### src/rtl/isa_sequencer.sv
// isa_sequencer: fetch/decode/execute control stage driving the 8-bit accumulator ALU,
// with register file, carry flag, data-memory handshake and branch-on-zero.
module isa_sequencer #(
  parameter int PC_W        = 8,
  parameter int MEM_TIMEOUT = 16
) (
  input  logic            CLK,
  input  logic            Reset_n,
  input  logic            Start,
  output logic [PC_W-1:0] InstAddr,
  input  logic [8:0]      InstData,
  output logic [7:0]      ALU_R0,
  output logic [7:0]      ALU_Input,
  output logic [3:0]      ALU_OP,
  output logic            ALU_Mode,
  input  logic [7:0]      ALU_Out,
  input  logic            ALU_C_out,
  input  logic            ALU_Zero,
  output logic            MemReq,
  output logic            MemWe,
  output logic [7:0]      MemAddr,
  output logic [7:0]      MemWData,
  input  logic [7:0]      MemRData,
  input  logic            MemAck,
  output logic            Done,
  output logic            Err,
  output logic            Carry
);
  localparam int CW = $clog2(MEM_TIMEOUT + 1);
  typedef enum logic [2:0] {IDLE, FETCH, EXEC, MEM, HALT} state_t;
  state_t          state;
  logic [PC_W-1:0] pc;
  logic [8:0]      ir;
  logic [7:0]      regs [16];
  logic [CW-1:0]   cnt;
  logic [3:0]      op, idx;
  logic            wb, unused_zero;
  assign op          = ir[8:5];
  assign idx         = ir[3:0];
  assign wb          = op inside {4'h0, 4'h1, 4'h2, 4'h3, 4'h7, 4'h8, 4'h9, 4'hA, 4'hB, 4'hC, 4'hD};
  assign InstAddr    = pc;
  assign ALU_R0      = regs[0];
  assign unused_zero = ALU_Zero;
  // ALU controls are registered at the FETCH edge so they are stable for the whole EXEC cycle
  always_ff @(posedge CLK or negedge Reset_n)
    if (!Reset_n) begin
      state     <= IDLE;
      pc        <= '0;
      ir        <= '0;
      for (int i = 0; i < 16; i++) regs[i] <= '0;
      cnt       <= '0;
      Carry     <= 1'b0;
      Done      <= 1'b0;
      Err       <= 1'b0;
      MemReq    <= 1'b0;
      MemWe     <= 1'b0;
      MemAddr   <= '0;
      MemWData  <= '0;
      ALU_OP    <= '0;
      ALU_Mode  <= 1'b0;
      ALU_Input <= '0;
    end else
      case (state)
        IDLE: if (Start) begin
          state <= FETCH;
          pc    <= '0;
        end
        FETCH: begin
          ir        <= InstData;
          ALU_OP    <= InstData[8:5];
          ALU_Mode  <= InstData[4];
          ALU_Input <= InstData[8:5] == 4'h0 ? {4'h0, InstData[3:0]} : regs[InstData[3:0]];
          state     <= EXEC;
        end
        EXEC: begin
          state <= FETCH;
          if (wb) regs[0] <= ALU_Out;
          if (op == 4'h2) Carry <= ALU_C_out;
          if (op == 4'h4) regs[idx] <= regs[0];
          if (op == 4'h5 || op == 4'h6) begin
            MemReq   <= 1'b1;
            MemWe    <= ~op[0];
            MemAddr  <= regs[idx];
            MemWData <= regs[0];
            cnt      <= '0;
            state    <= MEM;
          end else if (op == 4'hE) begin
            Done  <= 1'b1;
            state <= HALT;
          end else if (op == 4'hF)
            pc <= regs[0] == 8'h0 ? PC_W'(ALU_Out) : pc + 1'b1;
          else
            pc <= pc + 1'b1;
        end
        MEM: if (MemAck) begin
          if (!MemWe) regs[0] <= MemRData;
          MemReq <= 1'b0;
          pc     <= pc + 1'b1;
          state  <= FETCH;
        end else if (cnt == CW'(MEM_TIMEOUT - 1)) begin
          Err    <= 1'b1;
          MemReq <= 1'b0;
          Done   <= 1'b1;
          state  <= HALT;
        end else
          cnt <= cnt + 1'b1;
        HALT: if (Start) begin
          Done  <= 1'b0;
          pc    <= '0;
          state <= FETCH;
        end
        default: state <= IDLE;
      endcase
endmodule

### config.mk
export PLATFORM = sky130hd
export DESIGN_NAME = isa_sequencer
export DESIGN_NICKNAME = d
export VERILOG_FILES = /design/src/rtl/isa_sequencer.sv
export SDC_FILE = /design/constraint.sdc
export NUM_CORES = 1
export LEC_CHECK = 0
export BUFFER_PORTS_ARGS = -buffer_cell sky130_fd_sc_hd__buf_2
export CORE_MARGIN = 3
export CORE_UTILIZATION = 50
export CTS_CLUSTER_DIAMETER = 150
export DETAILED_ROUTE_END_ITERATION = 10
export PLACE_DENSITY_LB_ADDON = 0.15
export SKIP_CTS_REPAIR_TIMING = 1
export SYNTH_ARGS = -nofsm -noshare
export SYNTH_HDL_FRONTEND = slang
export SYNTH_SLANG_ARGS = --single-unit
### constraint.sdc
create_clock -name CLK -period 2.59 [get_ports CLK]
set_input_delay 0 -clock CLK [delete_from_list [all_inputs] [get_ports CLK]]
set_output_delay 0 -clock CLK [all_outputs]
set_load 0.01 [all_outputs]
==> flow_summary.ini, run 1 <==
[drt]
avgRoutedWirePerCell_um = 24.01
wirelength_um = 25860
first_iter_violations = 476
firstDrtPassIters = 6
drc = 0
vias = 6757
ant_nets = 0
post_drt_via_cell_ratio = 6.274

[layout]
area_delta_synth_final_pct = 16.52
fill_cells = 1457
fin_area_um2 = 11120
layout-drive-gt1-share_pct = 43.04
diodes = 0
layout.nets = 869

[global_route]
grt_util_met3_pct = 4.630
grt_pass1_wl_um = 39100
antenna_found_initial = 0
overflow = 0
grtUsageMet1_pct = 33.16
met2_usage_pct = 42.48
grt_use_total_pct = 25.29
grt_busiest_layer = met2
grt_max_degree = 91
grt_pass1_vias = 6871

[timing]
timing.setup.tns_ns = 0
fin_skew_ns = 0.01227
rsz0062_at_grt = false
fmax_ghz = 0.4505
setup_viol = 0
hold-worst-slack_ns = -0.006008
slew_headroom_pct = 41.34
final-hold-violation-count = 1
period_share_pct = 85.71
worst_pin_slew_ns = 0.8799
slew_viol_final = 0
min_period_ns = 2.220
layout_setup_ws_ns = 0.3700

[setup_path]
r2r_end = regs[32]
critPathTopFamily = simple AND/OR/NAND/NOR gates
r2r_slack_ns = 0.37
critPathLaunch = state[2]
crit_path_max_fanout = 8
worstSetupEndpointType = register
cp_num_cells = 5
required_ns = 2.91
r2r_cells = 5
cp-start-kind = register
critPathMaxStageDelay_ns = 0.47
cp.arrival_ns = 2.54
cp_slowest_cell = dfrtp_1
path_cells = nor4b_4 -> nand2_2 -> nor3b_4 -> nand3_2 -> mux2_2
cp-endpoint = regs[32]
r2r_start = state[2]
critical_path_buf_inv_count = 0
crit_type = register to register

[yosys]
synth_seq_cells = 182
syn_area_per_cell_um2 = 12.93
ys.flop_type = dfrtp_1
synth_enable_flop_cells = 0
async_flop_share_pct = 100.0
synth_warnings = 0
synth_top_family_by_area = multiplexers
syn-num-nets = 772
post_synth_fa_ha_maj_area_fraction_pct = 0.3934
syn_area_um2 = 9542
synth_compound_area_share_pct = 7.278
yosysSeqAreaShare_pct = 47.73
synth_xor_area_share_pct = 0.2754
synthMuxAreaShare_pct = 31.48
yosys.area_share.simple_pct = 8.838
synth_cell_types = 58
syn_inst = 738

[clock_network]
cts_inserted_buffers = 17
cts_buffer_depth = 2
cts.sinks = 182
h-tree-depth = 4
clock_latency_ns = 0.44
cts_tree = done
cts_root_buf = clkbuf_16
cts.clk_slew.worst_paths_ns = 0.07

[pwr]
peakVddDrop_mv = 0.5984
p_per_area_nw_per_um2 = 946.1
total_power_mw = 10.52
leakagePower_nw = 5.223

[floorplan]
start_util_pct = 52.05
rows = 49
die_h_um = 144.1
ioPinCount = 81
fp.dieArea_um2 = 20780
coreArea_um2 = 18330
die_w_um = 144.1

[placed_design]
dp_hpwl_um = 17110
dp_slack_ns = 0.4220
post_dp_cell_area_um2 = 10290
gp_routability_congestion = 0.8919
io_buffers = 79

[worst_hold_path]
hold_class = primary input to register

[job]
maxCapViolCount = 0

[run_status]
status = finished with violations
violations = negative hold slack
## flip-flops by register name, summed over array words and instances (netlist names), 3 cells and up
name       count
regs         120
ALU_Input      8
ALU_R0         8
InstAddr       8
MemAddr        8
MemWData       8
cnt            5
ir             5
ALU_OP         4
state          3
## cells in the mapped netlist (all sizes together), types with 2 or more instances
cell type	count	area [µm²]
a22oi	5	37.54
inv	22	82.58
nor3	9	60.06
dfrtp	182	4554
a21oi	14	73.82
ha	3	37.54
nor2b	5	31.28
clkbuf	32	121.4
a32oi	3	26.28
nand4	4	40.04
nor2	16	62.56
nand2	76	302.8
mux4	62	1396
and3	3	18.77
a22o	4	35.03
mux2i	20	200.2
o22ai	17	106.4
o221ai	8	70.07
or2	3	18.77
nand3	16	97.60
nor3b	5	81.32
o21ai	28	140.1
mux2	125	1408
nand2b	4	25.02
a221oi	3	26.28
buf	32	177.7
nor4	3	18.77
a2111oi	2	17.52
a311oi	2	17.52
a31oi	3	18.77
xnor2	2	17.52
and2	5	31.28
a2bb2oi	8	70.07
## cell type report
cell class                      instances  area (µm²)  area share (%)
Clock buffer                           18       439.2           3.950
Clock inverter                         14       150.1           1.350
Inverter                               22       82.58          0.7427
Multi-Input combinational cell        470        4606           41.42
Sequential cell                       182        4557           40.99
Tap cell                              229       286.5           2.577
Timing Repair Buffer                  142       997.2           8.969
## stage by stage
| step | hold slack [ns] | std cells | util [%] |
|---|---|---|---|
| finish | -0.006008 | 1077 | 60.65 |
| global route | 0.04907 | 1077 | 60.65 |
| CTS | -0.3383 | 1053 | 59.34 |
| detailed placement | 0.1283 | 1021 | 56.13 |
| global placement | 0.1232 | 1021 | 56.13 |
| floorplan | -0.2956 | 738 | - |
## worst min-delay path by stage
stage / from / to / depth (start not counted)
after detailed placement: Reset_n / InstAddr[7] / 1
final: ALU_Out[7] / InstAddr[7] / 3
after global routing: ALU_Out[7] / InstAddr[7] / 3
after CTS: Reset_n / InstAddr[7] / 1
after global placement: Reset_n / InstAddr[7] / 1
after floorplan: Reset_n / ALU_Input[0] / 0
## where the power goes
part | switching [mW] | internal [mW]
combinational | 2.07 | 1.73
sequential | 0.655 | 3.46
clock | 1.15 | 1.45
total | 3.87 | 6.65
## worst reg2reg max path: stages, from the launching register on
cell,delay (ns)
dfrtp_1,0.47
nor4b_4,0.34
nand2_2,0.15
nor3b_4,0.33
nand3_2,0.39
mux2_2,0.42
## per-layer routing
layer / part of all wire [%] / routed length [µm] / vias to the layer above
li1: - / - / 2950
met1: 42 / 10820 / 3493
met2: 49 / 12790 / 264
met3: 5.6 / 1445 / 50
met4: 3.1 / 802 / 0
met5: 0 / 0 / -
## cells by family (layout without fill, tap and decap cells)
| family | after synthesis | after routing |
|---|---|---|
| fa+ha+maj | 3 | 3 |
| xor+xnor | 3 | 3 |
| compound gates | 103 | 103 |
| mux | 207 | 207 |
| flops | 182 | 182 |
| buf+inv | 86 | 196 |
| simple gates | 154 | 154 |
## cell usage in the layout, fill, tap and decap left out, types with 4 or more instances in the layout
cell	n
nor2_1	15
mux4_2	62
nand3_1	14
mux2i_1	20
nand2_1	69
o22ai_1	17
a2bb2oi_1	8
o21ai_0	27
buf_12	5
nor2b_1	5
nand2_2	7
inv_1	21
dfrtp_1	180
o221ai_1	8
clkbuf_16	17
nand2b_1	4
a22o_1	4
mux2_2	125
a21oi_1	13
nor3_1	6
dlygate4sd3_1	24
buf_4	34
buf_2	78
a22oi_1	5
and2_1	5
(Power assumes the default switching activity.)
==> inputs of run 2 (changes only) <==
--- a/config.mk
+++ b/config.mk
@@ -7,10 +7,10 @@
 export LEC_CHECK = 0
 export BUFFER_PORTS_ARGS = -buffer_cell sky130_fd_sc_hd__buf_2
 export CORE_MARGIN = 3
-export CORE_UTILIZATION = 50
-export CTS_CLUSTER_DIAMETER = 150
+export CORE_UTILIZATION = 60
+export CTS_CLUSTER_DIAMETER = 80
 export DETAILED_ROUTE_END_ITERATION = 10
-export PLACE_DENSITY_LB_ADDON = 0.15
+export PLACE_DENSITY = 0.8
 export SKIP_CTS_REPAIR_TIMING = 1
 export SYNTH_ARGS = -nofsm -noshare
 export SYNTH_HDL_FRONTEND = slang
==> run 2 against run 1 <==
  * The run still ends with negative hold slack left
  * Non-clock buffer count shrank 3
  * Count of clock-buffer cells in the layout is the same
  * Via count grew 3.3%
  * Combinational power shrank 2%
  * Cell count shrank 2.1%
  * Register-to-register slack is essentially flat
  * Routed wire length shrank 1.7%
  * Sequential power grew 2%
  * Die area shrank 16%
  * Maximum frequency shrank 0.57%
  * First-iteration DRC count grew 47%
  * Clock power is essentially flat
  * Critical path type unchanged
  * Largest cell class unchanged
  * Largest power group unchanged
==> flow_summary.ini, run 2 (synthesized netlist as in run 1, its figures left out) <==
[run_status]
status = finished with violations
violations = negative hold slack

[floorplan]
ioPinCount = 81
die_w_um = 132.1
die_h_um = 132.1
fp.dieArea_um2 = 17450
start_util_pct = 62.08
rows = 45
coreArea_um2 = 15370

[clock_network]
cts_inserted_buffers = 17
clock_latency_ns = 0.43
cts.clk_slew.worst_paths_ns = 0.07
cts_root_buf = clkbuf_16
h-tree-depth = 4
cts_buffer_depth = 2
cts_tree = done
cts.sinks = 182

[layout]
final_common_cell = dfrtp_1
stdcell_count = 1054
diodes = 0
layout_common_cells = dfrtp_1, mux2_2, buf_2
layout-drive-gt1-share_pct = 42.70
largest_reg_flops = 120
area_delta_synth_final_pct = 15.72
largest-register = regs
layout.nets = 866
fill_cells = 971

[setup_path]
worstSetupEndpointType = register
path_cells = nor3b_2 -> nand2_2 -> nor3b_4 -> nand3_2 -> mux2_2
crit_type = register to register
cp.arrival_ns = 2.54
critPathMaxStageDelay_ns = 0.50
cp_slowest_cell = dfrtp_1
required_ns = 2.90
crit_path_max_fanout = 10
cp-start-kind = register

[drt]
firstDrtPassIters = 7
avgRoutedWirePerCell_um = 24.11
ant_nets = 0
wirelength_um = 25420
drc = 0
vias = 6977
post_drt_via_cell_ratio = 6.620
first_iter_violations = 701

[timing]
min_period_ns = 2.233
timing.setup.tns_ns = 0
rsz0062_at_grt = false
fin_skew_ns = 0.007935
period_share_pct = 86.20
slew_headroom_pct = 47.02
final-hold-violation-count = 2
fmax_ghz = 0.4479
setup_viol = 0
hold-worst-slack_ns = -0.03475
worst_pin_slew_ns = 0.7946
slew_viol_final = 0

[placed_design]
dp_hpwl_um = 17120
dp.cells = 1001
io_buffers = 79
gp_routability_congestion = 0.9038

[global_route]
grt_pass1_wl_um = 39640
antenna_found_initial = 0
grt_max_degree = 70
grt_use_total_pct = 29.25
overflow = 0
grt_pass1_vias = 7001

[pwr]
p_sw_mw = 3.890
peakVddDrop_mv = 0.5824
leakagePower_nw = 5.193
total_power_mw = 10.56
power_frac_comb_pct = 35.5
p_sw_share_pct = 36.85
seqPwrFrac_pct = 39.8
p_per_area_nw_per_um2 = 956.0
pwr-share-clk_pct = 24.7
power.internal_mw = 6.666

[worst_hold_path]
hold_class = primary input to register

[job]
maxCapViolCount = 0
## run 2: final timing paths
| kind | slack, ns | depth (start not counted) | startpoint | end |
|---|---|---|---|---|
| max | 0.36 | 5 | ALU_OP[0] | regs[34] |
| max reg2reg | 0.36 | 5 | ALU_OP[0] | regs[34] |
| max in group asynchronous | 1.60 | 3 | Reset_n | regs[102] |
| min reg2reg | 0.49 | 2 | MemWData[4] | MemWData[4] |
| min | -0.03 | 3 | ALU_Out[6] | InstAddr[6] |
| min in group asynchronous | 0.13 | 2 | Reset_n | InstAddr[7] |
## run 2: layout make-up
class | instances | area, µm² | area share [%]
multi-input combinational | 470 | 4606 | 41.71
sequential | 182 | 4557 | 41.27
timing repair buffer | 139 | 947.2 | 8.578
clock buffer | 18 | 429.2 | 3.887
tap | 211 | 264.0 | 2.391
clock inverter | 12 | 156.4 | 1.416
inverter | 22 | 82.58 | 0.7479
## run 2: power groups by stage
stage / clock [mW] / sequential (mW) / combinational (mW)
final: 2.61 / 4.20 / 3.74
after global routing: 2.75 / 4.28 / 4.01
after detailed placement: 0 / 4.22 / 3.65
after global placement: 0 / 4.15 / 3.49
after floorplan: 0 / 3.94 / 2.68
after CTS: 2.62 / 4.18 / 3.67
## run 2: critical path: cells and delay by family, from the launching register on
family | cells | cell delay, ns
flip-flops | 1 | 0.50
multiplexers | 1 | 0.39
AND/OR/NAND/NOR | 4 | 1.23
## run 2: per-layer routing
metal | up-vias | wire, µm | share of wire, % | GRT usage, %
met5 | - | 0 | 0 | 0
met4 | 0 | 742 | 2.9 | 10.74
met3 | 73 | 1999 | 7.9 | 7.443
met2 | 381 | 12730 | 50 | 48.26
met1 | 3583 | 9950 | 39 | 37.91
li1 | 2940 | - | - | -
## run 2: through the flow
stage	worst slack, ns	hold WS, ns	instance area [µm²]	util (%)
2_1_floorplan	0.5926	-0.2956	9542	-
3_3_place_gp	0.4246	0.01672	10230	66.53
3_5_place_dp	0.3878	0.02713	10230	66.53
4_1_cts	0.3652	-0.4287	10810	70.34
5_1_grt	0.2092	0.006142	11040	71.84
6_report	0.3574	-0.03475	11040	71.84
==> inputs of run 3 (changes only) <==
--- a/config.mk
+++ b/config.mk
@@ -11,6 +11,8 @@
 export CTS_CLUSTER_DIAMETER = 80
 export DETAILED_ROUTE_END_ITERATION = 10
 export PLACE_DENSITY = 0.8
+export RECOVER_POWER = 25
+export SETUP_SLACK_MARGIN = 0.5
 export SKIP_CTS_REPAIR_TIMING = 1
 export SYNTH_ARGS = -nofsm -noshare
 export SYNTH_HDL_FRONTEND = slang
==> run 3 against run 2 <==
  * The flow finishes with violations (negative hold slack, max-capacitance violations, max-slew violations)
  * Die area stayed put
  * Register-to-register slack better by 0.07 ns
  * Core utilization is 1.4 points higher
  * Non-clock buffer count is 8 higher
  * Highest routed layer unchanged
==> flow_summary.ini, run 3 (synthesized netlist as in run 1, its figures left out) <==
[layout]
largest-register = regs
layout-drive-gt1-share_pct = 40.42
final_common_cell = dfrtp_1
fill_cells = 959
layout_common_cells = dfrtp_1, mux2_2, nand2_1
diodes = 0
layout.nets = 874
largest_reg_flops = 120
fin_area_um2 = 11260
area_delta_synth_final_pct = 17.98

[drt]
drc = 0
vias = 7082
ant_nets = 0
avgRoutedWirePerCell_um = 24.48
firstDrtPassIters = 7
first_iter_violations = 642
wirelength_um = 26000
post_drt_via_cell_ratio = 6.669

[floorplan]
ioPinCount = 81
coreArea_um2 = 15370
die_w_um = 132.1
fp.dieArea_um2 = 17450
start_util_pct = 62.08
rows = 45
die_h_um = 132.1

[setup_path]
r2r_end = regs[34]
crit_type = register to register
cp.arrival_ns = 2.47
required_ns = 2.90
cp-start-kind = register
r2r_slack_ns = 0.43
worstSetupEndpointType = register
crit_path_max_fanout = 8
r2r_start = state[0]
r2r_cells = 6

[clock_network]
cts.clk_slew.worst_paths_ns = 0.07
clock_latency_ns = 0.43
cts_tree = done
h-tree-depth = 4
cts_buffer_depth = 2
cts_inserted_buffers = 17
cts_root_buf = clkbuf_16
cts.sinks = 182

[timing]
fin_skew_ns = 0.01048
fmax_ghz = 0.4622
period_share_pct = 83.53
worst_pin_slew_ns = 1.654
slew_viol_final = 61
min_period_ns = 2.163
timing.setup.tns_ns = 0
final-hold-violation-count = 2
setup_viol = 0
hold-worst-slack_ns = -0.02641
rsz0062_at_grt = true
slew_headroom_pct = -10.29

[pwr]
pwr-share-clk_pct = 24.3
leakagePower_nw = 5.168
power.internal_mw = 6.749
p_per_area_nw_per_um2 = 955.7
power_frac_comb_pct = 36.7
seqPwrFrac_pct = 39.0
p_sw_share_pct = 37.27
total_power_mw = 10.76
p_sw_mw = 4.010
peakVddDrop_mv = 0.5964

[run_status]
status = finished with violations
violations = negative hold slack, max-capacitance violations, max-slew violations

[worst_hold_path]
hold_class = primary input to register
min_delay_worst_endpoint = InstAddr[6]
worstHoldStart = ALU_Out[6]
worstHoldPathCells = 3

[global_route]
grt_max_degree = 70
grt_pass1_vias = 7001
overflow = 0
grt_pass1_wl_um = 39640
antenna_found_initial = 0
grt_use_total_pct = 29.25

[placed_design]
gp_routability_congestion = 0.9038
post_dp_cell_area_um2 = 10230
dp_hpwl_um = 17120
io_buffers = 79

[job]
maxCapViolCount = 1
[run 3: cell count changes in the layout (fill, tap and decap cells not counted), sizes merged]
cell    previous run  this run
clkbuf            18        55
buf              116        87
[run 3: layout make-up]
type,instances,area (µm²),share of cell area [%]
multi-input combinational,470,4762,42.30
sequential,182,4568,40.58
timing repair buffer,147,994.7,8.836
clock buffer,18,429.2,3.812
tap,211,264.0,2.345
clock inverter,12,156.4,1.389
inverter,22,82.58,0.7336
[run 3: critical path, cell delays in order (launching register included)]
cell,delay (ns)
dfrtp_2,0.45
nor4b_4,0.35
nand2_2,0.16
nor3b_4,0.36
buf_4,0.19
nand3_4,0.19
mux2_2,0.34
[run 3: how the worst max path moves through the flow]
stage / from / endpoint / slack, ns / depth (start not counted)
floorplan: state[2] / regs[16] / 0.59 / 4
global placement: ALU_OP[0] / regs[37] / 0.42 / 5
detailed placement: ALU_OP[0] / regs[38] / 0.39 / 5
CTS: ir[0] / ALU_R0[7] / 0.37 / 5
global route: state[0] / regs[34] / 0.39 / 6
finish: state[0] / regs[34] / 0.43 / 6
[run 3: per-stage QoR]
stage	setup WS (ns)	hold WS, ns	instances	utilization [%]
6_report	0.4266	-0.02641	1062	73.24
5_1_grt	0.3863	0.005994	1062	73.24
4_1_cts	0.3652	-0.4287	1031	70.34
3_5_place_dp	0.3878	0.02713	1001	66.53
3_3_place_gp	0.4246	0.01672	1001	66.53
2_1_floorplan	0.5926	-0.2956	738	-
[run 3: per-layer routing]
metal  track usage [%]  routed length (µm)  up-vias
li1                  -                   -     2961
met1             37.91               10100     3617
met2             48.26               13000      435
met3             7.443                2226       69
met4             10.74                 667        0
met5                 0                   0        -
[run 3: power by group through the flow]
| stage | registers [mW] | clock network (mW) | logic [mW] |
|---|---|---|---|
| finish | 4.20 | 2.61 | 3.95 |
| global route | 4.27 | 2.75 | 4.23 |
| CTS | 4.18 | 2.62 | 3.67 |
| detailed placement | 4.22 | 0 | 3.65 |
| global placement | 4.15 | 0 | 3.49 |
| floorplan | 3.94 | 0 | 2.68 |
